**config.mk**
```make
export PLATFORM = sky130hd
export DESIGN_NAME = pwm_decoder_8bit_flat
export DESIGN_NICKNAME = d
export VERILOG_FILES = /design/src/rtl/pwm_pkg.sv /design/src/rtl/pwm_decoder_8bit_if.sv /design/src/rtl/pwm_in_conditioner.sv /design/src/rtl/pwm_decoder_8bit.sv /design/src/flat_wrapper.sv
export SDC_FILE = /design/constraint.sdc
export NUM_CORES = 1
export LEC_CHECK = 0
export CAP_MARGIN = 25
export CORE_MARGIN = 5
export CORE_UTILIZATION = 50
export CTS_CLUSTER_DIAMETER = 80
export DETAILED_ROUTE_END_ITERATION = 8
export HOLD_SLACK_MARGIN = 0.05
export PLACE_DENSITY = 0.66
export SYNTH_ARGS = -nofsm -noshare
export SYNTH_HDL_FRONTEND = slang
export SYNTH_HIERARCHICAL = 1
export SYNTH_SLANG_ARGS = --single-unit
```
**constraint.sdc**
```tcl
create_clock -name clk -period 4.1 [get_ports clk]
set_input_delay 0.615 -clock clk [delete_from_list [all_inputs] [get_ports clk]]
set_output_delay 0.615 -clock clk [all_outputs]
set_load 0.01 [all_outputs]
```
**src/rtl/pwm_pkg.sv**
```systemverilog
// pwm_pkg: shared PWM widths, default frame/timeout lengths and decoder FSM states
package pwm_pkg;
    localparam int PWM_DUTY_W = 8;
    localparam int PWM_PERIOD_DEF = 256;
    localparam int PWM_TIMEOUT_DEF = 512;
    typedef enum logic [1:0] {SEEK, HIGH, LOW} pwm_state_t;
endpackage

```
**src/rtl/pwm_decoder_8bit_if.sv**
```systemverilog
// pwm_decoder_8bit_if: PWM line towards the decoder, recovered duty and status back
interface pwm_decoder_8bit_if;
    import pwm_pkg::*;
    logic pwm_in;
    logic [PWM_DUTY_W-1:0] duty;
    logic duty_valid;
    logic period_err;
    logic stuck;
    modport master (output pwm_in, input duty, duty_valid, period_err, stuck);
    modport slave (input pwm_in, output duty, duty_valid, period_err, stuck);
endinterface

```
**src/rtl/pwm_in_conditioner.sv**
```systemverilog
// pwm_in_conditioner: 2-FF sync, optional majority filter (PWM_DECODER_GLITCH_FILTER_EN), edge detect
module pwm_in_conditioner (
    input  logic clk,
    input  logic rst_n,
    input  logic i_pwm,
    output logic o_level,
    output logic o_rise,
    output logic o_fall
);
    logic [1:0] r_sync;
    logic r_lvl, r_prev, w_lvl_d;
`ifdef PWM_DECODER_GLITCH_FILTER_EN
    logic [2:0] r_maj;
    always_ff @(posedge clk or negedge rst_n)
        if (!rst_n) r_maj <= '0;
        else r_maj <= {r_maj[1:0], r_sync[1]};
    assign w_lvl_d = (r_maj[0] & r_maj[1]) | (r_maj[0] & r_maj[2]) | (r_maj[1] & r_maj[2]);
`else
    assign w_lvl_d = r_sync[1];
`endif
    always_ff @(posedge clk or negedge rst_n)
        if (!rst_n) {r_sync, r_lvl, r_prev} <= '0;
        else {r_sync, r_lvl, r_prev} <= {r_sync[0], i_pwm, w_lvl_d, r_lvl};
    assign o_level = r_lvl;
    assign o_rise = r_lvl & ~r_prev;
    assign o_fall = ~r_lvl & r_prev;
endmodule

```
**src/rtl/pwm_decoder_8bit.sv**
```systemverilog
// pwm_decoder_8bit: recovers the 8-bit duty of a PWM line, one strobe per frame; glitch filter via PWM_DECODER_GLITCH_FILTER_EN
module pwm_decoder_8bit
    import pwm_pkg::*;
#(
    parameter int PERIOD = PWM_PERIOD_DEF,
    parameter int TIMEOUT = PWM_TIMEOUT_DEF
) (
    input logic clk,
    input logic rst_n,
    pwm_decoder_8bit_if.slave bus
);
    localparam int PW = $clog2(TIMEOUT + 1);
    localparam int HW = $clog2(PERIOD + 1);
    localparam int XW = HW > PWM_DUTY_W ? HW : PWM_DUTY_W;
    localparam logic [XW-1:0] DUTY_MAX = XW'((1 << PWM_DUTY_W) - 1);
    logic w_level, w_rise, w_fall, w_tmo;
    logic [PW-1:0] r_per_cnt, w_per_inc;
    logic [HW-1:0] r_hi_cnt, w_hi_inc;
    logic [XW-1:0] w_hi_x;
    logic [PWM_DUTY_W-1:0] r_duty, w_duty_meas;
    logic r_valid, r_err, r_stuck;
    pwm_state_t r_state;
    pwm_in_conditioner u_cond (
        .clk    (clk),
        .rst_n  (rst_n),
        .i_pwm  (bus.pwm_in),
        .o_level(w_level),
        .o_rise (w_rise),
        .o_fall (w_fall)
    );
    assign w_per_inc = &r_per_cnt ? r_per_cnt : r_per_cnt + PW'(1);
    assign w_hi_inc = &r_hi_cnt ? r_hi_cnt : r_hi_cnt + HW'(1);
    // fires on the cycle whose increment would bring per_cnt to TIMEOUT
    assign w_tmo = r_per_cnt == PW'(TIMEOUT - 1);
    assign w_hi_x = XW'(r_hi_cnt);
    assign w_duty_meas = w_hi_x > DUTY_MAX ? '1 : w_hi_x[PWM_DUTY_W-1:0];
    always_ff @(posedge clk or negedge rst_n) begin
        if (!rst_n) begin
            r_state <= SEEK;
            r_per_cnt <= '0;
            r_hi_cnt <= '0;
            r_duty <= '0;
            r_valid <= 1'b0;
            r_err <= 1'b0;
            r_stuck <= 1'b0;
        end else if (w_rise) begin
            r_valid <= r_state == LOW;
            if (r_state == LOW) begin
                r_duty <= w_duty_meas;
                r_err <= r_per_cnt != PW'(PERIOD);
            end
            r_state <= HIGH;
            r_per_cnt <= PW'(1);
            r_hi_cnt <= HW'(1);
            r_stuck <= 1'b0;
        end else if (w_tmo) begin
            r_valid <= 1'b1;
            r_duty <= w_level ? '1 : '0;
            r_err <= 1'b1;
            r_stuck <= 1'b1;
            r_per_cnt <= '0;
            r_hi_cnt <= '0;
            r_state <= r_state == HIGH && w_fall ? LOW : r_state;
        end else begin
            r_valid <= 1'b0;
            r_per_cnt <= w_per_inc;
            r_hi_cnt <= r_state == SEEK ? '0 : r_state == HIGH && !w_fall ? w_hi_inc : r_hi_cnt;
            r_state <= r_state == HIGH && w_fall ? LOW : r_state;
        end
    end
    assign bus.duty = r_duty;
    assign bus.duty_valid = r_valid;
    assign bus.period_err = r_err;
    assign bus.stuck = r_stuck;
endmodule

```
**src/flat_wrapper.sv**
```systemverilog
// flat-port wrapper written by rule: the top's interface ports become plain ports
module pwm_decoder_8bit_flat import pwm_pkg::*;
#(
    parameter int PERIOD = PWM_PERIOD_DEF,
    parameter int TIMEOUT = PWM_TIMEOUT_DEF
)
  (clk, rst_n, bus_pwm_in, bus_duty, bus_duty_valid, bus_period_err, bus_stuck);
  pwm_decoder_8bit_if bus_i ();
  input logic clk;
  input logic rst_n;
  input wire logic [$bits(bus_i.pwm_in)-1:0] bus_pwm_in;
  output wire logic [$bits(bus_i.duty)-1:0] bus_duty;
  output wire logic [$bits(bus_i.duty_valid)-1:0] bus_duty_valid;
  output wire logic [$bits(bus_i.period_err)-1:0] bus_period_err;
  output wire logic [$bits(bus_i.stuck)-1:0] bus_stuck;
  assign bus_i.pwm_in = bus_pwm_in;
  assign bus_duty = bus_i.duty;
  assign bus_duty_valid = bus_i.duty_valid;
  assign bus_period_err = bus_i.period_err;
  assign bus_stuck = bus_i.stuck;
  pwm_decoder_8bit #(.PERIOD(PERIOD), .TIMEOUT(TIMEOUT)) u_core (.clk(clk), .rst_n(rst_n), .bus(bus_i));
endmodule
```
======== Word level (Yosys, flattened, before mapping) ========
Cells that the tools add are included.
storage, ports and cells
  bits in registers ....................... 36
  bits of input ports ..................... 3
  output and inout bits ................... 11
  logic and storage cells ................. 56
operators by class
  $add $sub $neg .......................... 2
  order comparisons ....................... 1
  eq/ne operators ......................... 7
  muxes and demuxes ....................... 21
  bitwise logic cells ..................... 4
  reduce and logical (&&, ||, !) cells .... 11
operator list
  cell                   number
  $mux 9                 5
  $mux 8                 5
  $mux 10                3
  $add 10x1->10 const B  1
  $eq 10x9->1 const B    1
  $ne 10x9->1 const B    1
  $reduce_and 10->1      1
  $add 9x1->9 const B    1
  $gt 9x8->1 const B     1
  $reduce_and 9->1       1
  $mux 1                 6
  $mux 2                 2
  $ne 4x3->1 const B     1
  $reduce_and 2->1       2
  $reduce_bool 2->1      2
  $reduce_bool 4->1      1
  $ne 3x2->1 const B     1
  $and 1x1->1            2
  $eq 2x1->1 const B     1
  $eq 2x2->1 const B     1
  $logic_and 1x1->1      2
  $logic_not 2->1        1
  $ne 2x1->1 const B     1
  $not 1->1              2
  $logic_not 1->1        1

======== Depth between registers and ports, before layout ========
  depth in word-level cells ............... 8
  depth in mapped cells ................... 8
  depth with buffers taken out ............ 8

======== Cells and area by module ========
Netlist, hierarchy kept.
modules (own cells, without submodules)
  module              instances  cells each  area each (sq um)  sequential area each (sq um)
  pwm_decoder_8bit    1          176         1737.9             800.8
  pwm_in_conditioner  1          6           115.1              100.1

======== Worst setup path before layout ========
No wires, ideal clock.
  path kind ............................... register to register
  start point ............................. reg u_core.r_hi_cnt[0]
  end point ............................... reg u_core.r_hi_cnt[7]
  setup time .............................. 0.126 ns
  data arrival time ....................... 1.931 ns
  data required time ...................... 3.974 ns
  setup slack ............................. 2.043 ns
  cell stages (with the launch flop) ...... 9
  path buffers ............................ 0
  period minus slack after synthesis ...... 2.057 ns
  path through ............................ dfrtp_1 -> ha_1 -> nand3_1 -> nor2_1 -> ha_1 -> or3b_2 -> o31a_1 -> o21ai_0 -> a21oi_1
between the ends
  cells in the longest elaborated chain, start to end .. 6
  elaborated cells on any way between the ends .. 9
  classes of those cells .................. add/sub (1); eq/ne (1); mux (5); reduce/logical (2)
ends and longest elaborated chain
  what                      RTL line                source
  start: declaration        pwm_decoder_8bit.sv:18  logic [HW-1:0] r_hi_cnt, w_hi_inc;
  start signal: assignment  pwm_decoder_8bit.sv:67  r_hi_cnt <= r_state == SEEK ? '0 : r_state == HIGH && !w_fall ? w_hi_inc : r_hi_cnt;
  $add 9x1->9               pwm_decoder_8bit.sv:32  assign w_hi_inc = &r_hi_cnt ? r_hi_cnt : r_hi_cnt + HW'(1);
  $mux 9                    pwm_decoder_8bit.sv:32
  $mux 9 (2 in a row)       pwm_decoder_8bit.sv:67
  $mux 9                    pwm_decoder_8bit.sv:56  end else if (w_tmo) begin
  $mux 9                    pwm_decoder_8bit.sv:46  end else if (w_rise) begin
Several ways; a longest one is shown, not always the timed one. The select of a mux whose other input is x is not followed.
A chain may end at the register's enable or synchronous reset.

======== Final worst setup path ========
Ends and elaborated chain as after synthesis.

==> report_table.html <==
<table>
<tr><th>Metric</th><th>Value</th></tr>
<tr><th colspan="2">Status</th></tr>
<tr><td>Status</td><td>completed</td></tr>
<tr><th colspan="2">Clock tree</th></tr>
<tr><td>Clock buffer depth</td><td>2</td></tr>
<tr><td>Cts-stage hold buffer count</td><td>0</td></tr>
<tr><td>Total setup buffers inserted after CTS</td><td>0</td></tr>
<tr><td>Inserted Clock Buffers</td><td>5</td></tr>
<tr><td>TritonCTS clock tree</td><td>built</td></tr>
<tr><td>Latest clock arrival within the worst-skew pair</td><td>280 ps</td></tr>
<tr><td>Number of gates resized after cts</td><td>0</td></tr>
<tr><td>Clock-pin slew on the worst setup and hold paths</td><td>70 ps</td></tr>
<tr><td>Clk sink count</td><td>36</td></tr>
<tr><td>Root buf cell</td><td>sky130_fd_sc_hd__clkbuf_8</td></tr>
<tr><td># H-tree levels</td><td>2</td></tr>
<tr><th colspan="2">Timing</th></tr>
<tr><td>Final setup violation count</td><td>0</td></tr>
<tr><td>Highest achievable clock rate</td><td>0.445 GHz</td></tr>
<tr><td>Tightest Pin Transition</td><td>785 ps</td></tr>
<tr><td>Ratio of final minimum period to clock period</td><td>54.8%</td></tr>
<tr><td>Sum of negative setup slack</td><td>0 ps</td></tr>
<tr><td>Post-route minimum period</td><td>2250 ps</td></tr>
<tr><td>RSZ-0062 raised after global routing</td><td>false</td></tr>
<tr><td>Final Hold Violating Endpoints</td><td>0</td></tr>
<tr><td>Worst-case headroom to the max-slew limit</td><td>47.6%</td></tr>
<tr><td>Post-route worst setup slack</td><td>1850 ps</td></tr>
<tr><td>Setup skew after layout</td><td>6.18 ps</td></tr>
<tr><td>Final max-slew violation count</td><td>0</td></tr>
<tr><th colspan="2">Detailed routing</th></tr>
<tr><td>Length of the first detailed-routing pass in iterations</td><td>5</td></tr>
<tr><td>Number of DRC violations after detailed-routing iteration 0</td><td>96</td></tr>
<tr><td>Detailed-route wire length</td><td>3920 µm</td></tr>
<tr><td>Number of vias per cell</td><td>6.06</td></tr>
<tr><td>Via Count</td><td>1484</td></tr>
<tr><td>ANT nets after route</td><td>0</td></tr>
<tr><td>Remaining DRCs</td><td>0</td></tr>
<tr><td>Wire length per cell</td><td>16.0 µm</td></tr>
<tr><th colspan="2">Synth</th></tr>
<tr><td>Share of synthesized registers carrying an async set or reset</td><td>100%</td></tr>
<tr><td>Mean instance size in the synthesized netlist</td><td>10.2 µm²</td></tr>
<tr><td>Main flop type after synthesis</td><td>sky130_fd_sc_hd__dfrtp_1</td></tr>
<tr><td>Count of flip-flops with a built-in enable after synthesis</td><td>0</td></tr>
<tr><td>Syn Nets</td><td>190</td></tr>
<tr><td>Share of the yosys chip area belonging to registers</td><td>48.6%</td></tr>
<tr><td>Post-synthesis sequential element count</td><td>36</td></tr>
<tr><td>Gate Count Post-Synth</td><td>182</td></tr>
<tr><td>Number of unique standard cell types used by synthesis</td><td>49</td></tr>
<tr><td>Cell area after synthesis</td><td>0.00185 mm²</td></tr>
<tr><td>Synthesis warning total</td><td>6</td></tr>
<tr><th colspan="2">Power and ir drop</th></tr>
<tr><td>Final total power</td><td>1.08 mW</td></tr>
<tr><td>P per Cell Area</td><td>502 mW/mm²</td></tr>
<tr><td>IR Drop Worst-Case VDD</td><td>0.276 mV</td></tr>
<tr><td>Sw Share</td><td>28.3%</td></tr>
<tr><td>Combinational group share of total power</td><td>22.7%</td></tr>
<tr><td>Leakage power</td><td>0.938 nW</td></tr>
<tr><td>Switch Pwr</td><td>304 µW</td></tr>
<tr><td>Share of total power in the clock network</td><td>31.3%</td></tr>
<tr><td>Internal</td><td>772 µW</td></tr>
<tr><td>Part of the total power dissipated in sequential elements</td><td>46.1%</td></tr>
<tr><th colspan="2">Floorplan</th></tr>
<tr><td>Row count</td><td>22</td></tr>
<tr><td>Die ar.</td><td>0.00502 mm²</td></tr>
<tr><td>I/O pin cnt</td><td>14</td></tr>
<tr><td>Die Span X</td><td>70.9 µm</td></tr>
<tr><td>Area of the placeable core</td><td>0.00363 mm²</td></tr>
<tr><td>Starting density of the core</td><td>51.0%</td></tr>
<tr><td>Die outline height</td><td>70.9 µm</td></tr>
<tr><th colspan="2">Worst setup path</th></tr>
<tr><td>Highest net fanout along the worst path</td><td>6</td></tr>
<tr><td>Worst path required time</td><td>4260 ps</td></tr>
<tr><td>R2R depth</td><td>8</td></tr>
<tr><td>Crit end category</td><td>flip-flop</td></tr>
<tr><td>Critical path destination</td><td>u_core/r_hi_cnt[7]</td></tr>
<tr><td>Crit path launch</td><td>u_core/r_hi_cnt[0]</td></tr>
<tr><td>Setup slack of the most critical reg-to-reg path</td><td>1850 ps</td></tr>
<tr><td>Capturing point of the worst reg2reg path</td><td>u_core/r_hi_cnt[7]</td></tr>
<tr><td>Critical register-to-register path startpoint</td><td>u_core/r_hi_cnt[0]</td></tr>
<tr><td>Kind of launch point of the worst setup path</td><td>flip-flop</td></tr>
<tr><td>Worst path arrival time</td><td>2400 ps</td></tr>
<tr><td>Worst setup path category</td><td>flip-flop to flip-flop</td></tr>
<tr><th colspan="2">Placed design</th></tr>
<tr><td>Worst slack after detailed placement</td><td>1890 ps</td></tr>
<tr><td>RePlAce Congestion</td><td>0.889</td></tr>
<tr><td>Number of buffer cells added on primary ports</td><td>13</td></tr>
<tr><td>DP HPWL</td><td>2740 µm</td></tr>
<tr><th colspan="2">Cells and area</th></tr>
<tr><td>Total number of nets in the final design</td><td>204</td></tr>
<tr><td>Diodes inserted</td><td>0</td></tr>
<tr><td>Highest-count cells in the layout ignoring fill and taps</td><td>sky130_fd_sc_hd__dfrtp_1 (36), sky130_fd_sc_hd__nor2_1 (20), sky130_fd_sc_hd__a21oi_1 (13)</td></tr>
<tr><td>Share of post-route cells with drive strength above 1</td><td>13.7%</td></tr>
<tr><td>Final core area utilization</td><td>59.0%</td></tr>
<tr><td>Most frequent standard cell in the layout excluding fill and tap cells</td><td>sky130_fd_sc_hd__dfrtp_1</td></tr>
<tr><td>Growth of design area from synthesis to finish</td><td>15.6%</td></tr>
<tr><td>Filler cell count in the final layout</td><td>340</td></tr>
<tr><th colspan="2">Global routing</th></tr>
<tr><td>Final global-route overflow total</td><td>0</td></tr>
<tr><td>Number of global-route vias before repair</td><td>1516</td></tr>
<tr><td>Global routing usage summed across all routing layers</td><td>17.4%</td></tr>
<tr><td>Initial antenna violation count</td><td>0</td></tr>
<tr><td>Wire length of the first global-routing pass</td><td>6960 µm</td></tr>
<tr><td>Pin count of the biggest net entering global routing</td><td>37</td></tr>
<tr><th colspan="2">Worst hold path</th></tr>
<tr><td>Startpoint of the most critical hold path</td><td>u_core/u_cond/r_sync[0]</td></tr>
<tr><td>Path category of the worst min-delay check</td><td>flip-flop to flip-flop</td></tr>
<tr><th colspan="2">Run</th></tr>
<tr><td>Number of violations of the max-capacitance limit</td><td>0</td></tr>
</table>
## synthesized netlist by cell type (2+ instances only)
| library cell | count | area share, % |
|---|---|---|
| sky130_fd_sc_hd__o2bb2ai_1 | 6 | 2.8 |
| sky130_fd_sc_hd__nor3_1 | 2 | 0.54 |
| sky130_fd_sc_hd__buf_2 | 2 | 0.54 |
| sky130_fd_sc_hd__nand3_1 | 5 | 1.4 |
| sky130_fd_sc_hd__o21bai_1 | 2 | 0.81 |
| sky130_fd_sc_hd__inv_1 | 7 | 1.4 |
| sky130_fd_sc_hd__a21oi_1 | 13 | 3.5 |
| sky130_fd_sc_hd__nor2_1 | 20 | 4.1 |
| sky130_fd_sc_hd__clkbuf_1 | 4 | 0.81 |
| sky130_fd_sc_hd__nand2b_1 | 2 | 0.68 |
| sky130_fd_sc_hd__ha_1 | 5 | 3.4 |
| sky130_fd_sc_hd__a311oi_1 | 4 | 1.9 |
| sky130_fd_sc_hd__o22ai_1 | 3 | 1.0 |
| sky130_fd_sc_hd__or2_2 | 2 | 0.68 |
| sky130_fd_sc_hd__dfrtp_1 | 36 | 49 |
| sky130_fd_sc_hd__o211ai_1 | 2 | 0.81 |
| sky130_fd_sc_hd__mux2i_1 | 3 | 1.6 |
| sky130_fd_sc_hd__nand2_1 | 9 | 1.8 |
| sky130_fd_sc_hd__or3_1 | 4 | 1.4 |
| sky130_fd_sc_hd__a21boi_0 | 2 | 0.81 |
| sky130_fd_sc_hd__nor4_1 | 2 | 0.68 |
| sky130_fd_sc_hd__nand4_1 | 6 | 2.0 |
| sky130_fd_sc_hd__and3_1 | 5 | 1.7 |
| sky130_fd_sc_hd__a31oi_1 | 5 | 1.7 |
| sky130_fd_sc_hd__o21ai_0 | 7 | 1.9 |
## power by group through the flow
| stage | clock network [mW] | registers [mW] | logic [mW] |
|---|---|---|---|
| after floorplan | 0 | 0.490 | 0.138 |
| after global placement | 0 | 0.498 | 0.244 |
| after detailed placement | 0 | 0.501 | 0.247 |
| after CTS | 0.345 | 0.495 | 0.248 |
| after global routing | 0.368 | 0.509 | 0.270 |
| final | 0.337 | 0.496 | 0.244 |
## per-layer routing
layer / track usage (%) / vias to the layer above / wire [µm] / share of wire, %
met5: 0 / - / 0 / 0
met4: 7.93 / 0 / 71 / 1.8
met3: 4.97 / 9 / 210 / 5.4
met2: 29.8 / 50 / 1990 / 51
met1: 20.1 / 726 / 1650 / 42
li1: - / 699 / - / -
## how the worst min path moves through the flow
stage | end | cells past startpoint
after floorplan | u_core/bus.duty[0] | 0
after global placement | u_core/u_cond/o_level | 0
after detailed placement | u_core/u_cond/r_sync[1] | 0
after CTS | u_core/u_cond/r_sync[1] | 0
after global routing | u_core/u_cond/o_level | 0
final | u_core/u_cond/r_sync[1] | 0
## cells by family after synthesis
logic type | Yosys count | share of synthesized area (%)
simple gates | 73 | 24.6
flops | 36 | 48.6
mux | 4 | 2.43
fa+ha+maj | 5 | 3.38
xor+xnor | 1 | 0.473
buf+inv | 14 | 3.04
compound gates | 49 | 17.5
## sequential cells by signal, indices dropped and copies added, names as in the netlist
signal / flops
u_core/bus.duty_valid: 1
u_core/r_state: 2
u_core/bus.stuck: 1
u_core/r_per_cnt: 10
u_core/bus.period_err: 1
u_core/bus.duty: 8
u_core/u_cond/r_prev: 1
u_core/u_cond/r_sync: 2
u_core/u_cond/o_level: 1
u_core/r_hi_cnt: 9
## cell type report
cell class / count / area [µm²] / area share (%)
sequential: 36 / 901 / 42.1
multi-input combinational: 132 / 896 / 41.8
timing repair buffer: 14 / 133 / 6.19
clock buffer: 7 / 96.3 / 4.50
tap: 48 / 60.1 / 2.80
clock inverter: 1 / 30.0 / 1.40
inverter: 7 / 26.3 / 1.23
## critical path, stage by stage, from the launching register on
cell	delay, ps
sky130_fd_sc_hd__dfrtp_1	430
sky130_fd_sc_hd__ha_1	260
sky130_fd_sc_hd__nand3_1	110
sky130_fd_sc_hd__nor2_1	70
sky130_fd_sc_hd__ha_1	240
sky130_fd_sc_hd__or3b_2	520
sky130_fd_sc_hd__o31a_1	250
sky130_fd_sc_hd__o21ai_0	140
sky130_fd_sc_hd__a21oi_1	90
## per-stage QoR
stage          std cells  hold WS, ps  area [µm²]
2_1_floorplan        182          319        1850
3_3_place_gp         237          336        2020
3_5_place_dp         237          342        2020
4_1_cts              245          358        2140
5_1_grt              245          370        2140
6_report             245          354        2140
Power figures use the tool's default switching activity.
